File: config.mk
export PLATFORM = sky130hd
export DESIGN_NAME = alu_arbiter
export DESIGN_NICKNAME = d
export VERILOG_FILES = /design/src/rtl/alu_arbiter.sv
export SDC_FILE = /design/constraint.sdc
export NUM_CORES = 1
export LEC_CHECK = 0
export CAP_MARGIN = 40
export CORE_MARGIN = 1.5
export CORE_UTILIZATION = 39
export DETAILED_ROUTE_END_ITERATION = 12
export HOLD_SLACK_MARGIN = 0.08
export PLACE_DENSITY = 0.78
export SYNTH_ARGS = -nofsm -noshare
export SYNTH_HDL_FRONTEND = slang
export SYNTH_SLANG_ARGS = --single-unit
export TNS_END_PERCENT = 30
File: constraint.sdc
create_clock -name clk -period 1.43 [get_ports clk]
set_input_delay 0.286 -clock clk [delete_from_list [all_inputs] [get_ports clk]]
set_output_delay 0.286 -clock clk [all_outputs]
set_load 0.05 [all_outputs]
File: src/rtl/alu_arbiter.sv
// alu_arbiter: shares one external combinational ALU between two requesters.
//
// A request is accepted in IDLE, its operands are held in registers that drive the
// ALU for one EXEC cycle, and the captured result is offered in RESP until the
// consumer takes it. When both requesters are valid, the pointer picks one. After
// each accept, the pointer moves to the requester that was not granted.
//
// Ports:
//   clk, rst_n                        clock, asynchronous active-low reset
//   reqN_valid/ready/op/a/b (N=0,1)   requester handshakes, opcodes and operands
//   alu_in0, alu_in1, alu_op          operands and opcode to the shared ALU
//   alu_result, alu_zero              combinational ALU outputs
//   rsp_valid/ready/id/result/zero    response channel
//   busy                              high whenever not idle
//   op_count                          completed responses, wrapping

module alu_arbiter #(
    parameter int unsigned MAX_SIZE = 32,
    parameter int unsigned CNT_W    = 16
) (
    input  logic                clk,
    input  logic                rst_n,
    input  logic                req0_valid,
    output logic                req0_ready,
    input  logic [2:0]          req0_op,
    input  logic [MAX_SIZE-1:0] req0_a,
    input  logic [MAX_SIZE-1:0] req0_b,
    input  logic                req1_valid,
    output logic                req1_ready,
    input  logic [2:0]          req1_op,
    input  logic [MAX_SIZE-1:0] req1_a,
    input  logic [MAX_SIZE-1:0] req1_b,
    output logic [MAX_SIZE-1:0] alu_in0,
    output logic [MAX_SIZE-1:0] alu_in1,
    output logic [2:0]          alu_op,
    input  logic [MAX_SIZE-1:0] alu_result,
    input  logic                alu_zero,
    output logic                rsp_valid,
    input  logic                rsp_ready,
    output logic                rsp_id,
    output logic [MAX_SIZE-1:0] rsp_result,
    output logic                rsp_zero,
    output logic                busy,
    output logic [CNT_W-1:0]    op_count
);

    typedef enum logic [1:0] {StIdle, StExec, StResp} state_e;

    state_e              state_q, state_d;
    logic                ptr_q, ptr_d;
    logic [2:0]          op_q, op_d;
    logic [MAX_SIZE-1:0] a_q, a_d;
    logic [MAX_SIZE-1:0] b_q, b_d;
    logic                id_q, id_d;
    logic [MAX_SIZE-1:0] rsp_result_q, rsp_result_d;
    logic                rsp_zero_q, rsp_zero_d;
    logic                rsp_id_q, rsp_id_d;
    logic [CNT_W-1:0]    cnt_q, cnt_d;

    logic grant_valid;
    logic grant_id;

    // With a single valid requester, grant_id is req1_valid; the pointer only decides ties.
    assign grant_valid = req0_valid | req1_valid;
    assign grant_id    = (req0_valid && req1_valid) ? ptr_q : req1_valid;

    always_comb begin
        state_d      = state_q;
        ptr_d        = ptr_q;
        op_d         = op_q;
        a_d          = a_q;
        b_d          = b_q;
        id_d         = id_q;
        rsp_result_d = rsp_result_q;
        rsp_zero_d   = rsp_zero_q;
        rsp_id_d     = rsp_id_q;
        cnt_d        = cnt_q;
        // Ready is held low during reset, even though the state already reads as idle.
        req0_ready   = 1'b0;
        req1_ready   = 1'b0;

        case (state_q)
            StIdle: begin
                if (grant_valid) begin
                    req0_ready = rst_n & ~grant_id;
                    req1_ready = rst_n & grant_id;
                    op_d       = grant_id ? req1_op : req0_op;
                    a_d        = grant_id ? req1_a : req0_a;
                    b_d        = grant_id ? req1_b : req0_b;
                    id_d       = grant_id;
                    ptr_d      = ~grant_id;
                    state_d    = StExec;
                end
            end
            StExec: begin
                rsp_result_d = alu_result;
                rsp_zero_d   = alu_zero;
                rsp_id_d     = id_q;
                state_d      = StResp;
            end
            StResp: begin
                if (rsp_ready) begin
                    cnt_d   = cnt_q + CNT_W'(1);
                    state_d = StIdle;
                end
            end
            default: state_d = StIdle;
        endcase
    end

    always_ff @(posedge clk or negedge rst_n) begin
        if (!rst_n) begin
            state_q      <= StIdle;
            ptr_q        <= 1'b0;
            op_q         <= '0;
            a_q          <= '0;
            b_q          <= '0;
            id_q         <= 1'b0;
            rsp_result_q <= '0;
            rsp_zero_q   <= 1'b0;
            rsp_id_q     <= 1'b0;
            cnt_q        <= '0;
        end else begin
            state_q      <= state_d;
            ptr_q        <= ptr_d;
            op_q         <= op_d;
            a_q          <= a_d;
            b_q          <= b_d;
            id_q         <= id_d;
            rsp_result_q <= rsp_result_d;
            rsp_zero_q   <= rsp_zero_d;
            rsp_id_q     <= rsp_id_d;
            cnt_q        <= cnt_d;
        end
    end

    assign alu_in0    = a_q;
    assign alu_in1    = b_q;
    assign alu_op     = op_q;
    assign rsp_valid  = (state_q == StResp);
    assign rsp_id     = rsp_id_q;
    assign rsp_result = rsp_result_q;
    assign rsp_zero   = rsp_zero_q;
    assign busy       = (state_q != StIdle);
    assign op_count   = cnt_q;

endmodule

==> summary.txt <==
Layout
  • Syn-to-layout area delta: 104%
  • Final instance area: 10800 um2
  • Final core occ: 81.4%
  • Cell Count, Final, Fillers Out: 963
  • Nets: 945
  • Fraction of final layout cells sized beyond drive strength 1: 34.1%

Min path
  • Kind of path behind the tightest hold check: in2reg

Critical path
  • Critical path class: reg2out
  • Startpoint Class: flip-flop
  • Crit path DAT: 1440 ps
  • Setup crit end kind: output port
  • CP Max Fanout: 4
  • CP most frequent cell: buf_12
  • CP top delay family: flip-flops
  • Bufs and invs on worst path: 2
  • CP max stage cell: dfrtp_1
  • Critical Path RT: 1140 ps
  • Worst-path cell chain: o21ai_4, buf_12, and3_4, buf_12
  • CP peak stage delay: 400 ps

STA
  • Final setup violation count: 69
  • Period Utilization, post-route: 121%
  • Tmin final: 1720 ps
  • Least-Margin Pin Slew: 607 ps
  • RSZ-0062 raised after global routing: true
  • Final Hold Vio Count: 0
  • Relative slew slack: 59.5%
  • Max-slew violations: 0
  • Worst Skew: 7.09 ps
  • Final setup margin: -295 ps
  • Highest clock rate: 580 MHz

Floorplanning
  • Die W: 119 um
  • Starting Density: 39.9%
  • Placeable core area: 13200 um2
  • Die area: 14200 um2
  • Die Ht: 119 um
  • Boundary Pins: 293
  • Row cnt: 42

Synth
  • Syn_area_per_cell: 11.9 um2
  • Yosys warning count: 0
  • Yosys cell types: 32
  • Syn_nets: 615
  • FF+latch count, synth: 121
  • Syn Std Cell Area: 5280 um2
  • Area leader, netlist: dfrtp_1
  • Synth top area share: 57.4%
  • Seq/Total Area, Yosys: 57.4%
  • Post-Syn Instances: 442
  • Area contributors post-synth: dfrtp_1, mux2i_1, mux2_2

GRT
  • Largest net degree at the start of global routing: 110
  • Initial antenna violation count: 1
  • First-pass GRT wire length: 27300 um
  • Vias in the first global route: 5114
  • GR Overflow Total: 0
  • GRT Overall Usage: 24.9%

Route
  • DRT iter0 DRCs: 257
  • Drt via density: 4.93
  • Number of routed nets with antenna violations: 0
  • Detailed-route via count: 4746
  • Drt first pass iters: 5
  • Detailed-route wire length: 18000 um
  • DRC: 0
  • Wirelength per Cell: 18.7 um

Clock network
  • Deepest clock path buffer count: 2
  • Reg clk slew, reported paths: 50 ps
  • # H-tree levels: 4
  • Cts bufs inserted: 17
  • Clk_lat worst skew: 410 ps
  • Clk root buf: clkbuf_16
  • CTS tree: done
  • Clock Sinks: 121

Status
  • Failing checks: setup timing
  • Status: complete, but fails checks

Placement
  • HPWL Detailed: 12900 um
  • Placed Cells: 909
  • Dpl ws: -464 ps
  • Gpl congestion: 0.766
  • Dpl cell area: 9750 um2
  • I/O Buffers: 292

Pwr
  • Leak Pwr: 0.00479 uW
  • Cell Pwr Density: 2620 nW/um2
  • Peak VDD IR: 1.54 mV

Run
  • Maxcap violations: 0
[per-layer routing]
layer	wire length [um]	global-route usage, %	vias to the layer above	share of wire, %
li1	-	-	2196	-
met3	1490	8.43	38	8.3
met2	9680	44.4	237	54
met4	447	9.82	0	2.5
met1	6380	27.1	2275	35
met5	0	0	-	0
[registers in the layout, indices dropped and copies added (netlist names)]
name        cells
alu_op          3
alu_in1        32
rsp_zero        1
rsp_id          1
id_q            1
alu_in0        32
state_q         2
op_count       16
rsp_result     32
ptr_q           1
[what timing repair did]
item / 4_1_cts / 5_1_grt
pin swaps: 9 / 22
cloned: 1 / 4
setup buffers: 8 / 6
hold endpoints to repair: 121 / 0
resized for setup: 26 / 30
setup endpoints to repair: 30 / 99
hold buffers: 1 / 0
[through the flow]
step	hold slack (ps)	setup TNS [ps]	power, uW
3_3_place_gp	301	-29740	22800
6_report	396	-6020	28200
5_1_grt	397	-10110	29300
2_1_floorplan	-9.59	-171	14300
3_5_place_dp	305	-31330	23200
4_1_cts	363	-2480	28000
[worst paths after layout]
kind | from | slack (ps) | cells after the start | endpoint
hold / removal | req1_valid | 400 | 2 | ptr_q
max in group asynchronous | rst_n | 280 | 3 | alu_in0[10]
min in group asynchronous | rst_n | 560 | 3 | alu_in0[13]
setup / recovery | ptr_q | -290 | 4 | req0_ready
hold reg to reg | id_q | 510 | 2 | id_q
setup reg to reg | state_q[0] | -130 | 6 | rsp_result[17]
[cell usage in the layout (no fill, tap or decap), drive strengths merged, types with 6 or more instances in the layout]
cell and instances:
dfrtp 121, nand3 6, clkbuf 28, buf 164
nor2 70, inv 7, a21oi 68, clkdlybuf4s50 168
mux2i 67, xnor2 11, mux2 34
[Yosys cell counts]
master,count
a21oi_1,68
a31oi_1,1
and2_1,2
and3_1,3
and3_2,1
and4_1,1
and4_4,1
and4b_1,1
buf_2,9
buf_4,11
buf_6,7
dfrtp_1,121
ha_1,1
inv_1,7
mux2_2,34
mux2i_1,67
nand2_1,4
nand2b_1,1
nand3_1,5
nand3_2,1
nand4_1,2
nand4_2,1
nor2_1,70
nor2b_1,1
nor3_1,1
nor4_4,1
o21a_1,1
o21ai_0,2
o21ai_1,1
o22ai_1,1
xnor2_1,11
xor2_1,4
[logic make-up (layout without fill, tap and decap cells)]
| group | Yosys count | in the layout | share of synthesized area (%) |
|---|---|---|---|
| DFF | 121 | 121 | 57.4 |
| muxes | 101 | 101 | 20.0 |
| and+or+nand+nor | 96 | 96 | 8.44 |
| AOI/OAI and AO/OA | 74 | 74 | 7.11 |
| buffers and inverters | 34 | 377 | 4.41 |
| xor gates and xnor gates | 15 | 15 | 2.49 |
| adders and majority gates | 1 | 1 | 0.237 |
| other | 0 | 2 | 0 |
[power breakdown]
part / internal (uW) / switching (uW) / leakage (uW)
logic: 8530 / 8720 / 0.00314
registers: 5020 / 1780 / 0.00138
clock network: 2700 / 1460 / 0.000274
[layout make-up]
cell class	count	area (um2)
well taps	176	220
repair buffers	338	4730
clock inverters	7	92.6
diodes	2	5.00
clock buffers	25	485
flip-flops and latches	121	3040
fillers	727	2460
inverters	7	28.8
multi-input cells	287	2180
(Power assumes the default switching activity.)
